`config.mk`:
```
export PLATFORM = sky130hd
export DESIGN_NAME = hazard_ctrl_flat
export DESIGN_NICKNAME = d
export VERILOG_FILES = /design/src/rtl/hazard_ctrl_if.sv /design/src/rtl/hazard_ctrl.sv /design/src/flat_wrapper.sv
export SDC_FILE = /design/constraint.sdc
export NUM_CORES = 1
export LEC_CHECK = 0
export BUFFER_PORTS_ARGS = -buffer_cell sky130_fd_sc_hd__buf_2
export CELL_PAD_IN_SITES_DETAIL_PLACEMENT = 1
export CELL_PAD_IN_SITES_GLOBAL_PLACEMENT = 1
export CORE_AREA = 5 5 101 103
export CTS_BUF_LIST = sky130_fd_sc_hd__clkbuf_8
export CTS_CLUSTER_DIAMETER = 100
export DETAILED_ROUTE_END_ITERATION = 16
export DIE_AREA = 0 0 106 108
export PLACE_DENSITY_LB_ADDON = 0.1
export SYNTH_ARGS = -nofsm -noshare
export SYNTH_HDL_FRONTEND = slang
export SYNTH_SLANG_ARGS = --single-unit
```
`constraint.sdc`:
```
create_clock -name clk -period 2.27 [get_ports clk]
set_input_delay 0.3405 -clock clk [delete_from_list [all_inputs] [get_ports clk]]
set_output_delay 0.3405 -clock clk [all_outputs]
set_load 0.05 [all_outputs]
```
`src/rtl/hazard_ctrl_if.sv`:
```
// rtl/hazard_ctrl_if.sv - D-stage decode fields in, stall/flush/forward controls out
//
// Signals
//   A1_D, A2_D, A3_D   source/destination register addresses of the D instruction
//   Regwrite_D         D instruction writes the register file
//   TNew_D             cycles until the D instruction's result exists
//   TUse_D1, TUse_D2   cycles until rs/rt are needed (10 = not used)
//   stall, flush_E     freeze F/D and bubble D/E
//   fwd_rs_D, fwd_rt_D D-stage sources: 0 GRF, 1 W, 2 M, 3 E
//   fwd_rs_E, fwd_rt_E E-stage sources: 0 regfile value, 1 W, 2 M
//   fwd_rt_M           M-stage store data taken from W
// Modports
//   master  decoder/pipeline side (drives decode fields)
//   slave   hazard controller side (drives controls)

interface hazard_ctrl_if #(
    parameter int RA_W = 5,
    parameter int T_W  = 8
) ();
    logic [RA_W-1:0] A1_D;
    logic [RA_W-1:0] A2_D;
    logic [RA_W-1:0] A3_D;
    logic            Regwrite_D;
    logic [T_W-1:0]  TNew_D;
    logic [T_W-1:0]  TUse_D1;
    logic [T_W-1:0]  TUse_D2;
    logic            stall;
    logic            flush_E;
    logic [1:0]      fwd_rs_D;
    logic [1:0]      fwd_rt_D;
    logic [1:0]      fwd_rs_E;
    logic [1:0]      fwd_rt_E;
    logic            fwd_rt_M;

    modport master (
        output A1_D, A2_D, A3_D, Regwrite_D, TNew_D, TUse_D1, TUse_D2,
        input  stall, flush_E, fwd_rs_D, fwd_rt_D, fwd_rs_E, fwd_rt_E, fwd_rt_M
    );

    modport slave (
        input  A1_D, A2_D, A3_D, Regwrite_D, TNew_D, TUse_D1, TUse_D2,
        output stall, flush_E, fwd_rs_D, fwd_rt_D, fwd_rs_E, fwd_rt_E, fwd_rt_M
    );
endinterface

```
`src/rtl/hazard_ctrl.sv`:
```
// rtl/hazard_ctrl.sv - hazard tracker and stall/forward controller for a 5-stage MIPS pipeline
//
// Ports
//   clk    pipeline clock, rising edge
//   reset  asynchronous, active-low; clears all tracking state
//   hz     hazard_ctrl_if.slave: D-stage decode fields in, stall/flush/forward selects out
//
// Each in-flight writer in E/M/W carries its destination, write enable and a
// Tnew countdown that saturates at zero. Stall and forwarding decisions are
// purely combinational from these registers and the current D-stage inputs.

module hazard_ctrl #(
    parameter int RA_W = 5,
    parameter int T_W  = 8
) (
    input  logic                 clk,
    input  logic                 reset,
    hazard_ctrl_if.slave         hz
);

    localparam logic [T_W-1:0] T_ONE = {{(T_W-1){1'b0}}, 1'b1};

    // E stage
    logic [RA_W-1:0] a1_e, a2_e, a3_e;
    logic            we_e;
    logic [T_W-1:0]  tnew_e;
    // M stage (A1 is not needed past E)
    logic [RA_W-1:0] a2_m, a3_m;
    logic            we_m;
    logic [T_W-1:0]  tnew_m;
    // W stage
    logic [RA_W-1:0] a3_w;
    logic            we_w;
    logic [T_W-1:0]  tnew_w;

    function automatic logic [T_W-1:0] dec_sat(input logic [T_W-1:0] x);
        return (x == '0) ? '0 : x - T_ONE;
    endfunction

    // Producer in some stage still needs more cycles than the consumer can wait.
    function automatic logic stall_hit(
        input logic [RA_W-1:0] a,
        input logic [T_W-1:0]  tuse,
        input logic [RA_W-1:0] a3,
        input logic            we,
        input logic [T_W-1:0]  tnew
    );
        return (a != '0) && we && (a3 == a) && (tnew > tuse);
    endfunction

    // Producer in some stage already holds the final value for this address.
    function automatic logic fwd_hit(
        input logic [RA_W-1:0] a,
        input logic [RA_W-1:0] a3,
        input logic            we,
        input logic [T_W-1:0]  tnew
    );
        return (a != '0) && we && (a3 == a) && (tnew == '0);
    endfunction

    // Nearest ready producer wins: E, then M, then W.
    function automatic logic [1:0] sel_d(input logic [RA_W-1:0] a);
        if (fwd_hit(a, a3_e, we_e, tnew_e)) return 2'd3;
        if (fwd_hit(a, a3_m, we_m, tnew_m)) return 2'd2;
        if (fwd_hit(a, a3_w, we_w, tnew_w)) return 2'd1;
        return 2'd0;
    endfunction

    function automatic logic [1:0] sel_e(input logic [RA_W-1:0] a);
        if (fwd_hit(a, a3_m, we_m, tnew_m)) return 2'd2;
        if (fwd_hit(a, a3_w, we_w, tnew_w)) return 2'd1;
        return 2'd0;
    endfunction

    logic stall_int;

    assign stall_int = stall_hit(hz.A1_D, hz.TUse_D1, a3_e, we_e, tnew_e)
                     | stall_hit(hz.A1_D, hz.TUse_D1, a3_m, we_m, tnew_m)
                     | stall_hit(hz.A2_D, hz.TUse_D2, a3_e, we_e, tnew_e)
                     | stall_hit(hz.A2_D, hz.TUse_D2, a3_m, we_m, tnew_m);

    assign hz.stall    = stall_int;
    assign hz.flush_E  = stall_int;
    assign hz.fwd_rs_D = sel_d(hz.A1_D);
    assign hz.fwd_rt_D = sel_d(hz.A2_D);
    assign hz.fwd_rs_E = sel_e(a1_e);
    assign hz.fwd_rt_E = sel_e(a2_e);
    assign hz.fwd_rt_M = we_w && (a3_w == a2_m) && (a2_m != '0);

    always_ff @(posedge clk or negedge reset) begin
        if (!reset) begin
            a1_e   <= '0;
            a2_e   <= '0;
            a3_e   <= '0;
            we_e   <= 1'b0;
            tnew_e <= '0;
            a2_m   <= '0;
            a3_m   <= '0;
            we_m   <= 1'b0;
            tnew_m <= '0;
            a3_w   <= '0;
            we_w   <= 1'b0;
            tnew_w <= '0;
        end else begin
            // A stalled decode leaves a bubble in E instead of the held instruction.
            if (stall_int) begin
                a1_e   <= '0;
                a2_e   <= '0;
                a3_e   <= '0;
                we_e   <= 1'b0;
                tnew_e <= '0;
            end else begin
                a1_e   <= hz.A1_D;
                a2_e   <= hz.A2_D;
                a3_e   <= hz.A3_D;
                we_e   <= hz.Regwrite_D;
                tnew_e <= dec_sat(hz.TNew_D);
            end
            a2_m   <= a2_e;
            a3_m   <= a3_e;
            we_m   <= we_e;
            tnew_m <= dec_sat(tnew_e);
            a3_w   <= a3_m;
            we_w   <= we_m;
            tnew_w <= dec_sat(tnew_m);
        end
    end

endmodule

```
`src/flat_wrapper.sv`:
```
// flat-port wrapper written by rule: the top's interface ports become plain ports
module hazard_ctrl_flat 
#(
    parameter int RA_W = 5,
    parameter int T_W  = 8
)
  (clk, reset, hz_A1_D, hz_A2_D, hz_A3_D, hz_Regwrite_D, hz_TNew_D, hz_TUse_D1, hz_TUse_D2, hz_stall, hz_flush_E, hz_fwd_rs_D, hz_fwd_rt_D, hz_fwd_rs_E, hz_fwd_rt_E, hz_fwd_rt_M);
  hazard_ctrl_if #(.RA_W(RA_W), .T_W(T_W)) hz_i ();
  input  logic clk;
  input  logic reset;
  input wire logic [$bits(hz_i.A1_D)-1:0] hz_A1_D;
  input wire logic [$bits(hz_i.A2_D)-1:0] hz_A2_D;
  input wire logic [$bits(hz_i.A3_D)-1:0] hz_A3_D;
  input wire logic [$bits(hz_i.Regwrite_D)-1:0] hz_Regwrite_D;
  input wire logic [$bits(hz_i.TNew_D)-1:0] hz_TNew_D;
  input wire logic [$bits(hz_i.TUse_D1)-1:0] hz_TUse_D1;
  input wire logic [$bits(hz_i.TUse_D2)-1:0] hz_TUse_D2;
  output wire logic [$bits(hz_i.stall)-1:0] hz_stall;
  output wire logic [$bits(hz_i.flush_E)-1:0] hz_flush_E;
  output wire logic [$bits(hz_i.fwd_rs_D)-1:0] hz_fwd_rs_D;
  output wire logic [$bits(hz_i.fwd_rt_D)-1:0] hz_fwd_rt_D;
  output wire logic [$bits(hz_i.fwd_rs_E)-1:0] hz_fwd_rs_E;
  output wire logic [$bits(hz_i.fwd_rt_E)-1:0] hz_fwd_rt_E;
  output wire logic [$bits(hz_i.fwd_rt_M)-1:0] hz_fwd_rt_M;
  assign hz_i.A1_D = hz_A1_D;
  assign hz_i.A2_D = hz_A2_D;
  assign hz_i.A3_D = hz_A3_D;
  assign hz_i.Regwrite_D = hz_Regwrite_D;
  assign hz_i.TNew_D = hz_TNew_D;
  assign hz_i.TUse_D1 = hz_TUse_D1;
  assign hz_i.TUse_D2 = hz_TUse_D2;
  assign hz_stall = hz_i.stall;
  assign hz_flush_E = hz_i.flush_E;
  assign hz_fwd_rs_D = hz_i.fwd_rs_D;
  assign hz_fwd_rt_D = hz_i.fwd_rt_D;
  assign hz_fwd_rs_E = hz_i.fwd_rs_E;
  assign hz_fwd_rt_E = hz_i.fwd_rt_E;
  assign hz_fwd_rt_M = hz_i.fwd_rt_M;
  hazard_ctrl #(.RA_W(RA_W), .T_W(T_W)) u_core (.clk(clk), .reset(reset), .hz(hz_i));
endmodule
```
==> reports/metrics.yaml <==
routed_wl_um: 12760
maxSlewViolCount: 0
insertion_delay_ps: 350
start_util: 0.4117
grt_pass1_vias: 3605
max_slew_margin: 0.4558
first_pass_iters: 4
worst-path-buf-inv: 1
min_path_type: "primary input to asynchronous set/reset pin"
hold_buffers: 0
synth_area_sq_mm: 0.003750
rsz0062_at_grt: "true"
synth_area_per_cell_sq_um: 9.740
crit_slowest_cell: "dfrtp_2"
post_drt_via_cell_ratio: 5.404
fin_ws_ps: -460.8
worstSetupStartpointType: "flip-flop"
power_mw: 3.136
regArea_sq_mm: 0.001436
synthCells: 385
grt_start_max_net_pins: 35
ios: 53
routedWlPerCell_um: 20.00
synth_cell_types: 43
syn-num-nets: 464
area_delta_synth_final_pct: 45.38
period_share: 1.203
finalHoldViolCount: 0
layout-drive-gt1-share: 0.4478
core_area_sq_mm: 0.009109
cp_cell_sequence: "ha_4, nor2b_4, o211ai_1, a211oi_2, o311ai_4, nand2_4, or2_4, buf_6"
antenna_found_initial: 0
synth_warnings: 0
violations: "setup timing"
synth-async-reset-ratio: 1.000
fin_skew_ps: 11.92
worstPathArrival_ps: 2390
globalplace.congestion: 0.8783
cts_buffers: 9
fin_nets: 601
setup_viol: 10
cp_slowest_stage_delay_ps: 450
clk_path_buf_depth: 2
crit_required_ps: 1930
cts_tree: "done"
port_buffers: 52
p_leak_nw: 2.493
die-area_sq_mm: 0.01145
ys_ff_latch: 57
final_cell_count_no_fill: 638
die_w_um: 106
dp_hpwl_um: 8951
multiInputGateArea_sq_mm: 0.002557
drv_cap: 0
cts.sinks: 57
max_freq_mhz: 366.2
critPathMaxFanout: 3
grt.total_usage: 0.2098
ant_nets: 0
end_kind: "primary output"
ys_seq_area_frac: 0.3804
synth_edf_count: 0
critPathTopFamily: "compound AO/OA/AOI/OAI gates"
die_h_um: 108
drc: 0
grt_pass1_wl_um: 18510
synthFlopType: "dfrtp_1"
peakVddDrop_v: 0.0002613
num_rows: 35
tightest_slew_ps: 816.2
cts.clk_slew.worst_paths_ps: 70
cts_root_buffer: "clkbuf_8"
finalCriticalPeriod_ps: 2731
fill_cells: 1026
crit_type: "flip-flop to primary output"
diodes: 0
final_util: 0.5985
ctsHtreeMaxLevel: 3
power_density_mw_per_mm2: 575.3
via_count: 3448
layout_commonest_cell: "buf_4"
tns_ps: -1314
final_cell_mix: "buf_4 (84), dfrtp_1 (49), buf_2 (41), nor2_1 (35), xnor2_1 (34)"
dp_slack_ps: -178.3
drt_iter0_markers: 155
status: "finished, violations left"
placed_cells: 591
grt-ovfl-total: 0
per-layer routing:
metal	vias up	GRT usage	wire length [um]
li1	1630	-	-
met1	1729	0.2740	5638
met2	69	0.3570	6472
met3	20	0.03761	368
met4	0	0.06290	278
met5	-	0	0
final cells by class:
| type | instances | share of cell area |
|---|---|---|
| clock buffer | 10 | 0.02525 |
| clock inverter | 6 | 0.01056 |
| inverter | 22 | 0.01561 |
| multi-input combinational | 290 | 0.4691 |
| sequential | 57 | 0.2635 |
| tap | 111 | 0.02548 |
| timing repair buffer | 142 | 0.1905 |
worst reg2reg max path, cell delays in order, from the launching register on:
cell      delay (ps)
dfrtp_2          450
ha_4             230
nor2b_4          120
o211ai_1         200
a211oi_2         130
o311ai_4         400
nand2_4           90
buf_4            200
nor4_2           290
synthesized netlist by cell type, drive strengths merged, types with 9 or more instances:
cell,count,area [sq um]
clkbuf,9,33.78
xor2,30,262.8
nor4,21,143.9
a21oi,11,55.05
nor2,43,166.4
nand4,10,62.56
nor3,10,50.05
inv,22,82.58
ha,37,462.9
nand2,12,52.55
nand3,30,175.2
xnor2,35,306.5
dfrtp,57,1426
path summary, 6_finish.rpt:
check,from,endpoint,slack (ps),cells past startpoint
hold reg to reg,u_core.we_e,u_core.we_m,440,0
max in group asynchronous,reset,u_core.a3_w[1],1470,2
setup reg to reg,u_core.tnew_m[1],u_core.tnew_e[1],70,8
setup / recovery,u_core.tnew_m[1],hz_stall,-460,8
hold / removal,reset,u_core.tnew_w[4],80,1
min in group clk,hz_A3_D[0],u_core.a3_e[0],200,3
per-stage QoR:
step	hold WS (ps)	area [sq um]
after floorplan	44.91	3832
after global placement	420.5	4577
after detailed placement	421.4	4577
after CTS	97.96	4981
after global routing	128.2	5451
final	80.70	5451
state kept, by name, indices dropped and copies added, names as in the netlist:
name,cells
u_core.tnew_e,8
u_core.tnew_m,8
u_core.tnew_w,8
u_core.a1_e,5
u_core.a2_e,5
u_core.a2_m,5
u_core.a3_e,5
u_core.a3_m,5
u_core.a3_w,5
u_core.we_e,1
u_core.we_m,1
u_core.we_w,1
kinds of logic (layout without fill, tap and decap cells):
group,Yosys count,after routing,share of synthesized area
xor gates and xnor gates,65,65,0.1518
adders and majority gates,37,37,0.1235
and+or+nand+nor,150,150,0.2209
DFF,57,57,0.3804
buffers and inverters,38,180,0.04604
AOI/OAI and AO/OA,36,36,0.07141
muxes,2,2,0.006006
power by group:
part / switching (mW) / leakage (nW) / internal [mW]
combinational: 0.452 / 1.73 / 0.454
sequential: 0.122 / 0.660 / 1.12
clock: 0.458 / 0.102 / 0.529
what timing repair did:
action / 4_1_cts / 5_1_grt
pin swaps: 7 / 31
endpoints found under the setup margin: 12 / 20
gates resized for setup: 40 / 63
setup buffers: 8 / 27
hold endpoints to repair: 0 / 0
gates cloned: 0 / 0
(Power assumes the default switching activity.)
